## config.mk

```make
export PLATFORM = sky130hd
export DESIGN_NAME = sigmul_round_flat
export DESIGN_NICKNAME = d
export VERILOG_FILES = /design/src/rtl/sigmul_round_if.sv /design/src/rtl/sigmul_round.sv /design/src/flat_wrapper.sv
export SDC_FILE = /design/constraint.sdc
export NUM_CORES = 1
export LEC_CHECK = 0
export CAP_MARGIN = 25
export CORE_MARGIN = 1.5
export CORE_UTILIZATION = 40
export DETAILED_ROUTE_END_ITERATION = 10
export PLACE_DENSITY = 0.71
export SLEW_MARGIN = 20
export SYNTH_ARGS = -nofsm -noshare
export SYNTH_HDL_FRONTEND = slang
export SYNTH_SLANG_ARGS = --single-unit
export TNS_END_PERCENT = 10
```

## constraint.sdc

```tcl
create_clock -name clk -period 2.6 [get_ports clk]
set_clock_uncertainty 0.05 [all_clocks]
set_input_delay 0.52 -clock clk [delete_from_list [all_inputs] [get_ports clk]]
set_output_delay 0.52 -clock clk [all_outputs]
set_load 0.1 [all_outputs]
```

## src/rtl/sigmul_round_if.sv

```systemverilog
// Handshake bus for the significand multiply round stage: an upstream
// product channel and a downstream rounded-result channel.
interface sigmul_round_if #(
   parameter int NSIG = 10,
   parameter int NEXP = 5
);

   // Upstream product channel
   logic                  in_valid;
   logic                  in_ready;
   logic [2*NSIG+1:0]     in_p;
   logic [NEXP+1:0]       in_exp;
   logic                  in_sign;

   // Downstream result channel
   logic                  out_valid;
   logic                  out_ready;
   logic [NSIG:0]         out_sig;
   logic [NEXP+1:0]       out_exp;
   logic                  out_sign;
   logic                  out_inexact;

   // Producer of products and consumer of results (testbench / neighbours)
   modport master (
      output in_valid, in_p, in_exp, in_sign, out_ready,
      input  in_ready, out_valid, out_sig, out_exp, out_sign, out_inexact
   );

   // The rounding block itself
   modport slave (
      input  in_valid, in_p, in_exp, in_sign, out_ready,
      output in_ready, out_valid, out_sig, out_exp, out_sign, out_inexact
   );

endinterface

```

## src/rtl/sigmul_round.sv

```systemverilog
// Two-stage normalize/round pipeline for a floating-point significand
// product. S1 normalizes the 2*NSIG+2 bit product to NSIG+1 bits and
// extracts guard/sticky; S2 rounds to nearest-even and fixes the exponent
// on a rounding carry. Each stage has its own valid bit and the pipeline
// stalls backwards from out_ready with no bubbles at full throughput.
module sigmul_round #(
   parameter int NSIG = 10,
   parameter int NEXP = 5
) (
   input  logic           clk,
   input  logic           rst,
   sigmul_round_if.slave  bus
);

   localparam int SW = NSIG + 1;       // significand width incl. hidden bit
   localparam int EW = NEXP + 2;       // exponent width
   localparam int PW = 2 * NSIG + 2;   // product width

   // ---------------------------------------------------------------
   // Stage registers
   // ---------------------------------------------------------------
   logic          r_s1_valid;
   logic [SW-1:0] r_s1_sig;
   logic          r_s1_guard;
   logic          r_s1_sticky;
   logic [EW-1:0] r_s1_exp;
   logic          r_s1_sign;

   logic          r_s2_valid;
   logic [SW-1:0] r_s2_sig;
   logic [EW-1:0] r_s2_exp;
   logic          r_s2_sign;
   logic          r_s2_inexact;

   // ---------------------------------------------------------------
   // Flow control
   // ---------------------------------------------------------------
   logic w_s2_load;
   logic w_s1_load;

   // S2 drains when empty or the consumer takes the result; S1 can refill
   // whenever its content moves on (or it is empty).
   assign w_s2_load = ~r_s2_valid | bus.out_ready;
   assign w_s1_load = ~r_s1_valid | w_s2_load;

   // No input transfer is reported while the block is being reset.
   assign bus.in_ready = w_s1_load & ~rst;

   // ---------------------------------------------------------------
   // S1 normalize (combinational front end)
   // ---------------------------------------------------------------
   logic [SW-1:0] w_n_sig;
   logic          w_n_guard;
   logic          w_n_sticky;
   logic [EW-1:0] w_n_exp;

   // Select the significand window: a product >= 2.0 shifts right by one
   // and bumps the exponent; otherwise the window is taken as-is.
   // NOTE: every output gets a default first so no latch is inferred.
   always_comb begin
      w_n_sig    = bus.in_p[2*NSIG:NSIG];
      w_n_guard  = bus.in_p[NSIG-1];
      w_n_sticky = |bus.in_p[NSIG-2:0];
      w_n_exp    = bus.in_exp;
      if (bus.in_p[PW-1]) begin
         w_n_sig    = bus.in_p[PW-1:NSIG+1];
         w_n_guard  = bus.in_p[NSIG];
         w_n_sticky = |bus.in_p[NSIG-1:0];
         w_n_exp    = bus.in_exp + EW'(1);
      end
   end

   // S1 register: capture the normalized product on an input transfer.
   // NOTE: S1 data carries no reset; its valid bit qualifies it.
   always_ff @(posedge clk) begin
      if (rst) begin
         r_s1_valid <= 1'b0;
      end else if (w_s1_load) begin
         // NOTE: sequential state uses non-blocking assignments only.
         r_s1_valid <= bus.in_valid;
         if (bus.in_valid) begin
            r_s1_sig    <= w_n_sig;
            r_s1_guard  <= w_n_guard;
            r_s1_sticky <= w_n_sticky;
            r_s1_exp    <= w_n_exp;
            r_s1_sign   <= bus.in_sign;
         end
      end
   end

   // ---------------------------------------------------------------
   // S2 round (combinational from S1 registers)
   // ---------------------------------------------------------------
   logic          w_round_up;
   logic [SW:0]   w_sum;
   logic [SW-1:0] w_r_sig;
   logic [EW-1:0] w_r_exp;

   assign w_round_up = r_s1_guard & (r_s1_sticky | r_s1_sig[0]);
   assign w_sum      = {1'b0, r_s1_sig} + (SW+1)'(w_round_up);

   // Round to nearest, ties to even; a carry out of an all-ones
   // significand renormalizes to 1.000... with exponent + 1.
   always_comb begin
      w_r_sig = w_sum[SW-1:0];
      w_r_exp = r_s1_exp;
      if (w_sum[SW]) begin
         w_r_sig = {1'b1, {NSIG{1'b0}}};
         w_r_exp = r_s1_exp + EW'(1);
      end
   end

   // S2 register: result is held here and drives the outputs directly.
   always_ff @(posedge clk) begin
      if (rst) begin
         r_s2_valid   <= 1'b0;
         r_s2_sig     <= '0;
         r_s2_exp     <= '0;
         r_s2_sign    <= 1'b0;
         r_s2_inexact <= 1'b0;
      end else if (w_s2_load) begin
         r_s2_valid <= r_s1_valid;
         if (r_s1_valid) begin
            r_s2_sig     <= w_r_sig;
            r_s2_exp     <= w_r_exp;
            r_s2_sign    <= r_s1_sign;
            r_s2_inexact <= r_s1_guard | r_s1_sticky;
         end
      end
   end

   assign bus.out_valid   = r_s2_valid;
   assign bus.out_sig     = r_s2_sig;
   assign bus.out_exp     = r_s2_exp;
   assign bus.out_sign    = r_s2_sign;
   assign bus.out_inexact = r_s2_inexact;

endmodule

```

## src/flat_wrapper.sv

```systemverilog
// flat-port wrapper written by rule: the top's interface ports become plain ports
module sigmul_round_flat 
#(
   parameter int NSIG = 10,
   parameter int NEXP = 5
)
  (clk, rst, bus_in_valid, bus_in_p, bus_in_exp, bus_in_sign, bus_out_ready, bus_in_ready, bus_out_valid, bus_out_sig, bus_out_exp, bus_out_sign, bus_out_inexact);
  sigmul_round_if #(.NSIG(NSIG), .NEXP(NEXP)) bus_i ();
  input  logic clk;
  input  logic rst;
  input wire logic [$bits(bus_i.in_valid)-1:0] bus_in_valid;
  input wire logic [$bits(bus_i.in_p)-1:0] bus_in_p;
  input wire logic [$bits(bus_i.in_exp)-1:0] bus_in_exp;
  input wire logic [$bits(bus_i.in_sign)-1:0] bus_in_sign;
  input wire logic [$bits(bus_i.out_ready)-1:0] bus_out_ready;
  output wire logic [$bits(bus_i.in_ready)-1:0] bus_in_ready;
  output wire logic [$bits(bus_i.out_valid)-1:0] bus_out_valid;
  output wire logic [$bits(bus_i.out_sig)-1:0] bus_out_sig;
  output wire logic [$bits(bus_i.out_exp)-1:0] bus_out_exp;
  output wire logic [$bits(bus_i.out_sign)-1:0] bus_out_sign;
  output wire logic [$bits(bus_i.out_inexact)-1:0] bus_out_inexact;
  assign bus_i.in_valid = bus_in_valid;
  assign bus_i.in_p = bus_in_p;
  assign bus_i.in_exp = bus_in_exp;
  assign bus_i.in_sign = bus_in_sign;
  assign bus_i.out_ready = bus_out_ready;
  assign bus_in_ready = bus_i.in_ready;
  assign bus_out_valid = bus_i.out_valid;
  assign bus_out_sig = bus_i.out_sig;
  assign bus_out_exp = bus_i.out_exp;
  assign bus_out_sign = bus_i.out_sign;
  assign bus_out_inexact = bus_i.out_inexact;
  sigmul_round #(.NSIG(NSIG), .NEXP(NEXP)) u_core (.clk(clk), .rst(rst), .bus(bus_i));
endmodule
```

# Word level (Yosys, flattened, before mapping)
# Index checks and enable logic that the tools add are counted.
# word_totals
word_cells	34
reg_bits	43
output_inout_bits	22
input_bits	34
# op_classes
reduce_logical	4
n_addsub	3
muxes	6
bitwise	9
# op_table
operator	n
adder 7 x 1 -> 7 bit (second input constant)	2
two-way mux 7 bit	2
adder 11 x 1 -> 12 bit	1
two-way mux 11 bit	1
two-way mux 10 bit	1
OR reduction 10 bit	1
OR reduction 9 bit	1
bitwise OR 1 bit	4
NOT 1 bit	3
AND reduction 3 bit	1
AND 1 bit	2
two-way mux 1 bit	2
AND reduction 2 bit	1

# Depth between registers and ports, before layout
# logic_depth
word_depth	4
depth_mapped	7

# Worst setup path before layout
# Ideal clock, no wire load.
# synth_timing
path_type	reg2reg
from	reg u_core.r_s2_valid (netlist: u_core.bus.out_valid)
to	reg u_core.r_s1_exp[0] (enable)
path_slack_ps	-1051
arrival_ps	3222
path_stages_with_launch	4
synth_period_minus_slack_ps	3651
cell_sequence	dfxtp_1 -> nor2b_1 -> a21oi_1 -> and2_1
# synth_between
elab_chain_len	4
# synth_rtl
item	line	source
start: declaration	sigmul_round.sv:29	logic r_s2_valid;
start signal: assignment	sigmul_round.sv:122	r_s2_valid <= r_s1_valid;
NOT 1 bit	sigmul_round.sv:43	assign w_s2_load = ~r_s2_valid | bus.out_ready;
bitwise OR 1 bit	sigmul_round.sv:43	
bitwise OR 1 bit	sigmul_round.sv:44	assign w_s1_load = ~r_s1_valid | w_s2_load;
AND reduction 3 bit (no source line)	-	
end signal: assignment	sigmul_round.sv:85	r_s1_exp <= w_n_exp;
end: declaration	sigmul_round.sv:26	logic [EW-1:0] r_s1_exp;
# Every way passes these cells.
# A chain may end at the register's enable or synchronous reset.

# Worst setup path after layout
# layout_timing
from	reg u_core.r_s1_sticky
to	reg u_core.r_s2_exp[3] (netlist: u_core.bus.out_exp[3])
# layout_between
elab_chain_len	4
# layout_rtl
item	line	source
start: declaration	sigmul_round.sv:25	logic r_s1_sticky;
start signal: assignment	sigmul_round.sv:84	r_s1_sticky <= w_n_sticky;
bitwise OR 1 bit	sigmul_round.sv:99	assign w_round_up = r_s1_guard & (r_s1_sticky | r_s1_sig[0]);
AND 1 bit	sigmul_round.sv:99	
adder 11 x 1 -> 12 bit	sigmul_round.sv:100	assign w_sum = {1'b0, r_s1_sig} + (SW+1)'(w_round_up);
two-way mux 7 bit	sigmul_round.sv:107	if (w_sum[SW]) begin
end signal: assignment	sigmul_round.sv:125	r_s2_exp <= w_r_exp;
end: declaration	sigmul_round.sv:31	logic [EW-1:0] r_s2_exp;
# Every way passes these cells.

==> summary by stage <==
Critical path
The nature of the critical path endpoint is a flop. The top fanout value on the critical path is 11. STA puts the critical path data arrival time at 2.50 ns. The type of element launching the critical path is a flop.

The required time of the critical path is 2.75 ns. The type of the worst setup path is reg -> reg.

Cells and area
The area taken by multi-input logic gates is 970 sq um. After routing the design area is 0.00281 sq mm. The repair_antennas step left the layout with diodes totalling 0. Once layout is complete, the utilization of the core stands at 55.7%.

The storage element area is 0.00107 sq mm. In the final layout, the share of cells above drive strength 1 is 20.8%. Fill cells in the final layout number 452. From synthesis to final layout, the design area changed by 35.1%. The net total in the final layout is 296.

Die
56 I/O pins were placed. The width of the die is 75.1 um. The initial core utilization is 41.2%. The floorplan die height is 75.1 um. After floorplanning, the core was sized to cover 0.00504 sq mm. The floorplan has 26 rows. The die covers 0.00563 sq mm.

STA
Setup violations remaining at the end of the flow were counted as 0. The number of max-slew violations in the final report is 0. Headroom to the max-slew limit came out at 58.6%.

Setup repair after global routing left no endpoint under its margin. The peak clock frequency supported by timing is 427 MHz. The post-route fraction of the period consumed by the critical path is 90.1%. The number of failing hold endpoints at the final stage is 0. The accumulated negative setup slack is 0 ns. The final hold slack is 0.411 ns. The slew at the pin closest to its max-slew limit is 0.619 ns. The final period demand of the worst path is 2.34 ns.

Route
After detailed routing, the number of vias per cell comes to 5.06. The first detailed-routing pass ran for 4 iterations. The wire length per cell after detailed routing is 12.9 um. In this run, the number of DRC markers left after iteration 0 of detailed routing was 106. Across all layers, the routed design uses 1666 vias. After detailed routing, the number of remaining DRC violations is 0. The final wirelength is 4.24 mm. The number of antenna-violating nets in the routed design is 0.

Clock network
The CTS tree is built. The maximum number of buffers from clock root to sink is 2. The number of CTS-inserted buffers is 5.

The clock latency at the later pin of the worst-skew pair is 0.29 ns. The clock net sink count is 43. The tree is rooted in a sky130_fd_sc_hd__clkbuf_8.

The total of hold buffers inserted after clock tree synthesis is 0. Gates resized during post-CTS repair numbered 0. The buffer count from post-CTS setup fixing is 0. The H-tree level count is 2. The clock transition time at the flip-flop clock pins of the worst setup and hold paths is 0.08 ns.

Yosys
In the synthesized netlist the dominant register cell turns out to be sky130_fd_sc_hd__dfxtp_1. The share of the Yosys chip area taken by registers is 51.6%. The synthesized design spends more area on one cell type than any other, namely sky130_fd_sc_hd__edfxtp_1.

After synthesis, the mean cell area works out to 10.5 sq um. The post-synthesis instance area is 0.00208 sq mm. The number of enable flip-flop cells after synthesis is 21. Sorting the synthesized cells by area gives the leading types as sky130_fd_sc_hd__edfxtp_1, sky130_fd_sc_hd__dfxtp_1, sky130_fd_sc_hd__mux2_2, sky130_fd_sc_hd__nand3_1, sky130_fd_sc_hd__nor2_1. The netlist uses 37 different library cells.

The proportion of synthesized flip-flops having asynchronous set or reset is 0%. The total nets after synthesis is 236. The post-synthesis register bit count is 43.

The cell count after synthesis came out at 198. For this run, the number of Yosys warnings is 0. The area share of the largest cell type after synthesis is 30.4%.

GRT
The number of global-route vias before repair is 1551. The first global-routing pass estimated 6.93 mm of wire. The overall fraction of global-route tracks in use is 16.3%. The total congestion overflow is 0. The number of antenna violations at the first check in global routing is 0. Entering global routing, the biggest net connects 24 pins.

Placement
During placement, the flow inserted port buffers numbering 55. The post-detailed-placement half-perimeter wirelength is 3.17 mm. The total cell area at the placement stage is 0.00270 sq mm. The congestion estimate from routability-driven global placement came to 0.841.

Power
The static leakage is 1.01 nW. The worst vdd rail ir drop is 0.000304 V. The power density of the placed cells is 592 mW/mm^2.

Run status
The flow ran to the end, and the final reports show no timing, DRC or antenna violations.

Min path
The min-delay analysis places its worst path in the category reg -> reg.

Run
Across the run, the number of max-cap violations was 0.
routing by layer:
metal,part of all wire (%),track usage (%),routed length [um]
met1,46,20.7,1960
met2,47,26.8,2000
met3,5.3,3.61,224
met4,1.3,6.87,56
met5,0,0,0
kinds of logic after synthesis:
group                    count (synthesis)  share of synthesized area, %
AO/OA/AOI/OAI                           27                          8.86
multiplexers                            13                          6.99
XOR/XNOR                                14                          5.90
flip-flops                              43                          51.6
AND/OR/NAND/NOR                         86                          21.9
buffers and inverters                   11                          2.35
adder cells (fa/ha/maj)                  4                          2.41
cell usage after synthesis (all sizes together) (5+ instances only):
cell	count
dfxtp	22
edfxtp	21
nor2	20
nand3	16
nand2	15
mux2	12
nor3	10
a21oi	9
clkbuf	8
xnor2	8
a211oi	7
xor2	6
nor4	5
stage by stage:
stage | setup WS, ns | cells | power [mW]
6_report | 0.258 | 329 | 1.66
5_1_grt | 0.127 | 329 | 1.72
4_1_cts | 0.249 | 329 | 1.68
3_5_place_dp | 0.270 | 321 | 1.17
3_3_place_gp | 0.327 | 321 | 1.17
2_1_floorplan | 0.124 | 198 | 1.05
worst paths after layout:
check	from	to	slack, ns	depth (start not counted)
max reg2reg	u_core.r_s1_sticky	u_core.bus.out_exp[3]	0.26	6
min reg2reg	u_core.bus.out_sign	u_core.bus.out_sign	0.41	2
min	u_core.bus.out_sign	u_core.bus.out_sign	0.41	2
max	u_core.r_s1_sticky	u_core.bus.out_exp[3]	0.26	6
layout make-up:
cell class / count / area share [%]
Clock inverter: 1 / 1.07
Multi-Input combinational cell: 144 / 34.6
Inverter: 1 / 0.134
Timing Repair Buffer: 63 / 20.2
Tap cell: 70 / 3.12
Clock buffer: 7 / 2.72
Sequential cell: 43 / 38.2
critical path, cell delays in order, from the launching register on:
cell	delay, ns
sky130_fd_sc_hd__edfxtp_1	0.36
sky130_fd_sc_hd__o21a_1	0.13
sky130_fd_sc_hd__ha_1	0.21
sky130_fd_sc_hd__nand3_4	0.14
sky130_fd_sc_hd__or4_4	0.65
sky130_fd_sc_hd__or3_2	0.47
sky130_fd_sc_hd__a311oi_1	0.24
report_power, final:
part | total (mW) | internal [mW] | switching (mW) | leakage (nW)
registers | 0.783 | 0.753 | 0.0298 | 0.378
logic | 0.372 | 0.130 | 0.242 | 0.584
clock network | 0.505 | 0.287 | 0.218 | 0.0524
registers in the layout (all words and copies together) (netlist names):
register / count
u_core.bus.out_sign: 1
u_core.r_s1_sig: 11
u_core.r_s1_sign: 1
u_core.r_s1_guard: 1
u_core.bus.out_inexact: 1
u_core.r_s1_exp: 7
u_core.bus.out_sig: 11
u_core.r_s1_valid: 1
u_core.bus.out_valid: 1
u_core.r_s1_sticky: 1
u_core.bus.out_exp: 7
placed cells by master (no fill, tap or decap), types with 6 or more instances in the layout:
master	netlist	layout
sky130_fd_sc_hd__edfxtp_1	21	21
sky130_fd_sc_hd__nand2_1	15	15
sky130_fd_sc_hd__nor3_1	10	10
sky130_fd_sc_hd__xnor2_1	8	8
sky130_fd_sc_hd__a211oi_1	7	7
sky130_fd_sc_hd__nand3_1	15	15
sky130_fd_sc_hd__nor2_1	20	20
sky130_fd_sc_hd__xor2_1	6	6
sky130_fd_sc_hd__mux2_2	12	12
sky130_fd_sc_hd__buf_4	0	29
sky130_fd_sc_hd__a21oi_1	9	8
sky130_fd_sc_hd__clkdlybuf4s50_1	0	33
sky130_fd_sc_hd__dfxtp_1	22	22
(Power assumes the default switching activity.)
